===== src/rtl/div_pkg.sv =====
// Shared types and constants for the iterative divider.
package div_pkg;

    localparam int WIDTH_DEF = 16;
    localparam int ITER      = 16;

    typedef enum logic [1:0] {
        IDLE = 2'd0,
        RUN  = 2'd1,
        DONE = 2'd2
    } state_t;

endpackage


===== src/rtl/sub_cla.sv =====
// Combinational a - b as a + ~b + 1 with 4-bit carry-lookahead groups.
module sub_cla #(
    parameter int W = 17
) (
    input  logic [W-1:0] a,
    input  logic [W-1:0] b,
    output logic [W-1:0] diff,
    output logic         borrow
);

    localparam int NG = (W + 3) / 4;

    logic [W-1:0]  w_g;
    logic [W-1:0]  w_p;
    logic [NG-1:0] w_gg;
    logic [NG-1:0] w_gp;
    logic [NG:0]   w_gc;

    assign w_g = a & ~b;
    assign w_p = a ^ ~b;

    genvar gi;
    generate
        for (gi = 0; gi < NG; gi++) begin : g_grp
            localparam int LO = 4 * gi;
            localparam int GW = ((W - LO) < 4) ? (W - LO) : 4;

            logic          w_ggl;
            logic          w_gpl;
            logic [GW-1:0] w_c;

            always_comb begin : p_grp_gp
                logic gg;
                logic pp;
                gg = 1'b0;
                pp = 1'b1;
                for (int m = GW - 1; m >= 0; m--) begin
                    gg = gg | (pp & w_g[LO+m]);
                    pp = pp & w_p[LO+m];
                end
                w_ggl = gg;
                w_gpl = pp;
            end

            // Bit carries inside the group look ahead from the group carry-in.
            always_comb begin : p_grp_c
                logic t;
                logic pp;
                w_c    = '0;
                w_c[0] = w_gc[gi];
                for (int k = 1; k < GW; k++) begin
                    t  = 1'b0;
                    pp = 1'b1;
                    for (int m = k - 1; m >= 0; m--) begin
                        t  = t | (pp & w_g[LO+m]);
                        pp = pp & w_p[LO+m];
                    end
                    w_c[k] = t | (pp & w_gc[gi]);
                end
            end

            assign w_gg[gi]       = w_ggl;
            assign w_gp[gi]       = w_gpl;
            assign diff[LO +: GW] = w_p[LO +: GW] ^ w_c;
        end
    endgenerate

    // Second level: group carries from group generate/propagate, carry-in = 1.
    always_comb begin : p_grp_carry
        logic t;
        logic pp;
        w_gc = '0;
        for (int j = 0; j <= NG; j++) begin
            t  = 1'b0;
            pp = 1'b1;
            for (int m = j - 1; m >= 0; m--) begin
                t  = t | (pp & w_gg[m]);
                pp = pp & w_gp[m];
            end
            w_gc[j] = t | pp;
        end
    end

    assign borrow = ~w_gc[NG];

endmodule


===== src/rtl/divider.sv =====
// Iterative restoring unsigned divider: one quotient bit per RUN cycle,
// valid/ready handshakes on both sides, registered result outputs.
module divider
    import div_pkg::*;
#(
    parameter int WIDTH = WIDTH_DEF
) (
    input  logic             clk,
    input  logic             rst_n,
    input  logic             in_valid,
    output logic             in_ready,
    input  logic [WIDTH-1:0] dividend,
    input  logic [WIDTH-1:0] divisor,
    output logic             out_valid,
    input  logic             out_ready,
    output logic [WIDTH-1:0] quotient,
    output logic [WIDTH-1:0] remainder,
    output logic             div_zero
);

    localparam int CW = $clog2(WIDTH);

    state_t           r_state;
    logic [WIDTH-1:0] r_a;
    logic [WIDTH-1:0] r_b;
    logic [WIDTH-2:0] r_q;
    logic [WIDTH:0]   r_r;
    logic [CW-1:0]    r_cnt;
    logic             r_in_ready;
    logic             r_out_valid;
    logic [WIDTH-1:0] r_quot;
    logic [WIDTH-1:0] r_rem;
    logic             r_dz;

    logic [CW-1:0]    w_idx;
    logic [WIDTH:0]   w_shift;
    logic [WIDTH:0]   w_diff;
    logic             w_borrow;
    logic             w_qbit;
    logic [WIDTH:0]   w_r_next;
    logic [WIDTH-1:0] w_q_next;

    // Dividend bits are picked MSB first by the counter; the latched operand never moves.
    assign w_idx    = CW'(WIDTH - 1) - r_cnt;
    assign w_shift  = {r_r[WIDTH-1:0], r_a[w_idx]};
    // A set top bit would mean the shifted value already exceeds any divisor.
    assign w_qbit   = ~w_borrow | r_r[WIDTH];
    assign w_r_next = w_qbit ? w_diff : w_shift;
    assign w_q_next = {r_q, w_qbit};

    sub_cla #(
        .W (WIDTH + 1)
    ) u_sub (
        .a      (w_shift),
        .b      ({1'b0, r_b}),
        .diff   (w_diff),
        .borrow (w_borrow)
    );

    always_ff @(posedge clk or negedge rst_n) begin
        if (!rst_n) begin
            r_state     <= IDLE;
            r_a         <= '0;
            r_b         <= '0;
            r_q         <= '0;
            r_r         <= '0;
            r_cnt       <= '0;
            r_in_ready  <= 1'b1;
            r_out_valid <= 1'b0;
            r_quot      <= '0;
            r_rem       <= '0;
            r_dz        <= 1'b0;
        end else begin
            case (r_state)
                IDLE: begin
                    if (in_valid) begin
                        r_a        <= dividend;
                        r_b        <= divisor;
                        r_q        <= '0;
                        r_r        <= '0;
                        r_cnt      <= '0;
                        r_in_ready <= 1'b0;
                        if (divisor == '0) begin
                            r_state     <= DONE;
                            r_out_valid <= 1'b1;
                            r_quot      <= '1;
                            r_rem       <= dividend;
                            r_dz        <= 1'b1;
                        end else begin
                            r_state <= RUN;
                            r_dz    <= 1'b0;
                        end
                    end
                end
                RUN: begin
                    r_q   <= w_q_next[WIDTH-2:0];
                    r_r   <= w_r_next;
                    r_cnt <= r_cnt + 1'b1;
                    if (r_cnt == CW'(ITER - 1)) begin
                        r_state     <= DONE;
                        r_out_valid <= 1'b1;
                        r_quot      <= w_q_next;
                        r_rem       <= w_r_next[WIDTH-1:0];
                    end
                end
                DONE: begin
                    if (out_ready) begin
                        r_state     <= IDLE;
                        r_out_valid <= 1'b0;
                        r_in_ready  <= 1'b1;
                    end
                end
                default: begin
                    r_state     <= IDLE;
                    r_out_valid <= 1'b0;
                    r_in_ready  <= 1'b1;
                end
            endcase
        end
    end

    assign in_ready  = r_in_ready;
    assign out_valid = r_out_valid;
    assign quotient  = r_quot;
    assign remainder = r_rem;
    assign div_zero  = r_dz;

endmodule


===== config.mk =====
export PLATFORM = sky130hd
export DESIGN_NAME = divider
export DESIGN_NICKNAME = d
export VERILOG_FILES = /design/src/rtl/div_pkg.sv /design/src/rtl/sub_cla.sv /design/src/rtl/divider.sv
export SDC_FILE = /design/constraint.sdc
export NUM_CORES = 1
export LEC_CHECK = 0
export CAP_MARGIN = 15
export CORE_MARGIN = 4
export CORE_UTILIZATION = 25
export DETAILED_ROUTE_END_ITERATION = 8
export PLACE_DENSITY_LB_ADDON = 0.25
export SYNTH_ARGS = -nofsm -noshare
export SYNTH_HDL_FRONTEND = slang
export SYNTH_SLANG_ARGS = --single-unit

===== constraint.sdc =====
create_clock -name clk -period 11.76 [get_ports clk]
set_input_delay 1.764 -clock clk [delete_from_list [all_inputs] [get_ports clk]]
set_output_delay 1.764 -clock clk [all_outputs]
set_load 0.05 [all_outputs]

==> flow_summary.toml, run 1 <==
[setup_path]
crit_path_max_fanout = 8
worst_setup_path_start_kind = "register"
worstSetupPathType = "register to register"
max_stage_delay_ns = 0.59
end_kind = "register"
worstRegToRegCells = 13
cp_slowest_cell = "dfrtp_1"
crit_arrival_ns = 4.80
crit_chain = "mux4_2, mux2_2, o21ai_0, inv_1, ha_1, o21a_1, o221a_4, a21oi_4, a21boi_0, nor2_1, fa_1, mux2_4, o22ai_2"
critical_path_required_ns = 12.04

[die]
die_x_um = 152.5
rows = 52
num_io_pins = 71
die_height_um = 152.5
die_area_mm2 = 0.02325
coreArea_mm2 = 0.02036
initial_core_util_pct = 25.63

[run]
drv_cap = 0

[yosys]
synth_compound_area_share_pct = 15.90
synth_top_family_by_area = "simple AND/OR/NAND/NOR gates"
synthMuxAreaShare_pct = 5.586
synth_simple_gate_area_share_pct = 16.64
yosys_warnings = 0
synthArstFlopShare_pct = 100.0
yosysSeqAreaShare_pct = 50.37
synth_top_flop_cell = "dfrtp_1"
syn-num-nets = 593
ys_ff_latch = 105
synth_fa_ha_area_share_pct = 5.466
synth_area_mm2 = 0.005219
synth_edf_count = 0
syn_inst = 536
synth-xor-area-share_pct = 1.846
avgSynthCellArea_um2 = 9.736
yosysUniqueCellTypes = 54

[power_and_ir_drop]
p_switching_mw = 1.083
cell_internal_pwr_mw = 1.255
powerDensity_mw_per_mm2 = 357.4
leakage_nw = 2.865
ir_worst_vdd_mv = 0.1264
swShare_pct = 46.31
power_frac_seq_pct = 28.2
combPwrFrac_pct = 58.1
pwr-share-clk_pct = 13.7

[timing]
hold_viol = 0
fmax_ghz = 0.2214
whs_ns = 0.4765
period_share_pct = 38.40
skew_ns = 0.02101
slew_headroom_pct = 43.08
worst_slew_pin_slew_ns = 0.8528
fin_ws_ns = 7.244
final_max_slew_viol_count = 0
report.final.setup_viol = 0
rsz0062_at_grt = "no"
final.setup.tns_ns = 0
period_needed_ns = 4.516

[detailed_routing]
wl_um = 13920
route.detailed.wl_per_inst_um = 16.00
avgViaCountPerCell = 4.710
drc_errors = 0
vias = 4098
drt-pass1-iter-count = 5
ant_nets = 0
drtIter0Drc = 216

[final_layout]
n_antenna_cell = 0
final_core_util_pct = 32.13
nets = 652
design_area_mm2 = 0.006543
drive_above_1_share_pct = 7.833
area_growth_pct = 25.37

[grt]
grt_first_pass_wirelength_um = 23180
grt_pass1_vias = 4225
grt_max_degree = 56
grt_overflow = 0
grtUsageTotal_pct = 12.24
antenna_found_initial = 0

[clocking]
cts_max_level = 3
insertion_delay_ns = 0.36
cts.sinks = 105
holdBufCountCts = 0
cts_tree = "built"
cts.clk_slew.worst_paths_ns = 0.08
ctsResizeCount = 0
numCtsBuffers = 9
clock_path_buffers = 2
cts_root_buffer = "clkbuf_16"
cts_setup_buffers = 0

[placed_design]
numPortBuffers = 70
gp_congestion = 0.7945
hpwl_um = 9964
placed_area_mm2 = 0.006181
pre_cts_slack_ns = 6.639

[worst_hold_path]
hold_depth = 2
min_path_type = "register to register"

[outcome]
status = "completed"
-- flip-flops by register name, indices dropped and copies added (netlist names) --
signal,count
in_ready,1
r_a,16
quotient,16
r_b,16
r_cnt,4
r_r,17
r_state,2
remainder,16
div_zero,1
out_valid,1
r_q,15
-- power groups by stage --
| stage | registers [mW] | logic (mW) | clock network [mW] |
|---|---|---|---|
| 3_3_place_gp | 0.668 | 1.32 | 0 |
| 5_1_grt | 0.680 | 1.50 | 0.344 |
| 3_5_place_dp | 0.668 | 1.35 | 0 |
| 6_report | 0.659 | 1.36 | 0.321 |
| 4_1_cts | 0.663 | 1.36 | 0.332 |
| 2_1_floorplan | 0.799 | 0.832 | 0 |
-- logic make-up (layout without fill, tap and decap cells) --
group           after synthesis  after routing
simple gates                198            198
compound gates              124            124
flops                       105            105
buf+inv                      55            119
mux                          22             22
fa+ha+maj                    21             21
xor+xnor                     11             11
-- synthesized netlist by cell type, types with 8 or more instances --
master	number	area [um2]
mux2i_1	13	130.1
inv_1	26	97.59
nor2_1	25	93.84
o22a_1	16	140.1
dfrtp_1	104	2603
a21oi_1	23	115.1
clkbuf_1	25	93.84
o22ai_1	9	56.30
o21ai_0	35	175.2
nand3_1	36	180.2
xnor2_1	8	70.07
ha_1	18	225.2
nand2_1	112	420.4
o21ai_1	10	50.05
-- cells in the final DEF (no fill, tap or decap), types with 4 or more instances in the layout --
cell type | synthesis | layout
ha_1 | 18 | 18
nor4_1 | 4 | 4
o21ai_1 | 10 | 10
clkbuf_16 | 0 | 9
mux2_4 | 4 | 4
mux2i_1 | 13 | 13
buf_4 | 0 | 6
clkdlybuf4s50_1 | 0 | 69
o21ai_0 | 35 | 35
nor2_1 | 25 | 24
o21a_1 | 4 | 4
nor3_1 | 5 | 5
nand2_1 | 112 | 111
o22ai_1 | 9 | 9
o22ai_2 | 4 | 4
nand3_1 | 36 | 35
dfrtp_1 | 104 | 104
a21oi_1 | 23 | 23
inv_1 | 26 | 26
xnor2_1 | 8 | 8
mux4_2 | 4 | 4
o22a_1 | 16 | 16
-- final cells by class --
type | count | area, um2
timing repair buffer | 77 | 783.3
clock inverter | 6 | 85.08
inverter | 26 | 97.59
multi-input combinational | 376 | 2381
clock buffer | 10 | 229.0
tap | 270 | 337.8
fill | 2083 | 13820
sequential | 105 | 2629
-- through the flow --
step | power [mW] | instances
2_1_floorplan | 1.631 | 536
3_3_place_gp | 1.986 | 852
3_5_place_dp | 2.019 | 852
4_1_cts | 2.354 | 868
5_1_grt | 2.524 | 870
6_report | 2.338 | 870
-- worst max-delay path, delay by kind of cell (launching register included) --
family | cells | cell delay, ns
fa+ha+maj | 2 | 0.79
simple gates | 1 | 0.17
compound gates | 6 | 1.66
buf+inv | 1 | 0.10
flops | 1 | 0.59
mux | 3 | 1.13
-- layer usage --
metal | share of wire, % | vias up | GRT usage [%]
met4 | 0.75 | 0 | 2.800
li1 | - | 1975 | -
met2 | 45 | 105 | 18.18
met1 | 49 | 2011 | 17.83
met3 | 5.9 | 7 | 3.351
met5 | 0 | - | 0
-- worst paths after layout --
path | from | to | slack (ns)
setup / recovery | r_cnt[0]$_DFFE_PN0P_ | remainder[12]$_DFFE_PN0P_ | 7.24
hold / removal | quotient[15]$_DFFE_PN0P_ | quotient[15]$_DFFE_PN0P_ | 0.48
setup reg to reg | r_cnt[0]$_DFFE_PN0P_ | remainder[12]$_DFFE_PN0P_ | 7.24
hold reg to reg | quotient[15]$_DFFE_PN0P_ | quotient[15]$_DFFE_PN0P_ | 0.48
max in group asynchronous | rst_n | r_b[10]$_DFFE_PN0P_ | 9.15
min in group asynchronous | rst_n | quotient[11]$_DFFE_PN0P_ | 1.45
No activity file was read; power rests on OpenSTA's default activity.
==> inputs of run 2 (changes only) <==
- clock period: 11.76 -> 3.7 ns (I/O delays scaled with it)
==> flow_summary.toml, run 2 (same netlist as run 1, synthesis figures left out) <==
[outcome]
status = "completed"

[clocking]
holdBufCountCts = 0
numCtsBuffers = 9
cts.clk_slew.worst_paths_ns = 0.08
insertion_delay_ns = 0.36
cts_root_buffer = "clkbuf_16"
cts.sinks = 105
clock_path_buffers = 2
cts_max_level = 3
cts_tree = "built"

[timing]
whs_ns = 0.2857
fmax_ghz = 0.2838
period_needed_ns = 3.524
hold_viol = 0
final_max_slew_viol_count = 0
period_share_pct = 95.25
skew_ns = 0.007778
final.setup.tns_ns = 0
worst_slew_pin_slew_ns = 0.8309
slew_headroom_pct = 44.60
report.final.setup_viol = 0

[final_layout]
fillers = 2091
nets = 666
fin_cells = 884
drive_above_1_share_pct = 10.75
seq_area_mm2 = 0.002630
area_growth_pct = 27.09
multiInputGateArea_mm2 = 0.002391
final_cell_mix = "111 x nand2_1, 103 x dfrtp_1, 69 x clkdlybuf4s50_1"
largest_register_ffs = 17
regMostFlops = "r_r"
n_antenna_cell = 0
final_core_util_pct = 32.57
final_common_cell = "nand2_1"

[detailed_routing]
drt-pass1-iter-count = 4
wl_met1_um = 7249
wl_met2_um = 6243
avgViaCountPerCell = 4.687
ant_nets = 0
wl_um = 14400
drc_errors = 0
route.detailed.wl_per_inst_um = 16.29
wl_met3_um = 754
highest_layer = "met4"
vias = 4143
drtIter0Drc = 287

[setup_path]
crit_path_max_fanout = 4
worstSetupPathType = "register to register"
worst_setup_path_start_kind = "register"
end_kind = "register"
reg2reg_from = "r_cnt[0]$_DFFE_PN0P_"
rrSetupSlack_ns = 0.18
crit_arrival_ns = 3.81
startpoint = "r_cnt[0]$_DFFE_PN0P_"
critical_path_required_ns = 3.98

[placed_design]
gp_congestion = 0.8008
numPortBuffers = 70
hpwl_um = 10330
place_inst = 865

[power_and_ir_drop]
ir_worst_vdd_mv = 0.3433
cell_internal_pwr_mw = 4.093
powerDensity_mw_per_mm2 = 1136
combPwrFrac_pct = 58.7
swShare_pct = 45.69
p_switching_mw = 3.444
pwr-share-clk_pct = 13.3
finalPower_mw = 7.537
leakage_nw = 2.925
power_frac_seq_pct = 28.0

[die]
die_x_um = 152.5
die_area_mm2 = 0.02325
rows = 52
die_height_um = 152.5
num_io_pins = 71
initial_core_util_pct = 25.63
coreArea_mm2 = 0.02036

[grt]
grt_first_pass_wirelength_um = 23650
grt_pass1_vias = 4260
grt_max_degree = 64
antenna_found_initial = 0
grt_overflow = 0
grtUsageTotal_pct = 12.48

[worst_hold_path]
min_path_type = "input port to async pin"

[run]
drv_cap = 0
run 2: changes by cell type in the layout (fill, tap and decap cells not counted), sizes merged:
| cell | delta |
|---|---|
| buf | +14 |
| bufinv | -1 |
| clkbuf | -1 |
| clkinv | +1 |
| clkinvlp | -1 |
| inv | +2 |
run 2: cell type report:
| cell class | instances | share of cell area [%] |
|---|---|---|
| Timing Repair Buffer | 91 | 13.15 |
| Clock inverter | 7 | 1.188 |
| Multi-Input combinational cell | 376 | 36.05 |
| Inverter | 26 | 1.471 |
| Clock buffer | 9 | 3.396 |
| Tap cell | 270 | 5.093 |
| Sequential cell | 105 | 39.65 |
run 2: what timing repair did:
item | 4_1_cts | 5_1_grt
resized for setup | 0 | 6
endpoints found under the setup margin | 0 | 32
buffers inserted | 0 | 3
run 2: critical path: stages (launching register included):
cell	delay, ns
dfrtp_2	0.42
mux4_2	0.51
mux2_2	0.29
o21ai_2	0.13
inv_1	0.06
ha_1	0.29
o21a_1	0.21
o221a_4	0.28
a21oi_4	0.17
a21boi_2	0.09
nor2_2	0.14
fa_1	0.43
mux2_4	0.28
o22ai_2	0.15
run 2: path summary, 6_finish.rpt:
path,cells past startpoint,end
min,1,quotient[10]$_DFFE_PN0P_
min reg2reg,2,r_a[11]$_DFFE_PN0P_
max reg2reg,13,remainder[12]$_DFFE_PN0P_
max in group asynchronous,2,in_ready$_DFFE_PN1P_
min in group clk,2,r_a[11]$_DFFE_PN0P_
max,13,remainder[12]$_DFFE_PN0P_
run 2: power by group through the flow:
stage / Combinational, mW / Clock (mW) / Sequential (mW)
floorplan: 2.65 / 0 / 2.54
global placement: 4.27 / 0 / 2.14
detailed placement: 4.36 / 0 / 2.13
CTS: 4.38 / 1.02 / 2.12
global route: 4.87 / 1.07 / 2.18
finish: 4.43 / 1.00 / 2.11
run 2: stage by stage:
step / setup WS, ns / instance area (um2)
global route: -0.01275 / 6633
detailed placement: 0.02667 / 6291
finish: 0.1759 / 6633
CTS: 0.005425 / 6595
global placement: 0.08876 / 6291
floorplan: 0.01517 / 5220
run 2: per-layer routing:
| metal | up-vias | global-route usage, % |
|---|---|---|
| li1 | 2005 | - |
| met1 | 2024 | 18.41 |
| met2 | 101 | 18.52 |
| met3 | 13 | 3.039 |
| met4 | 0 | 2.885 |
| met5 | - | 0 |
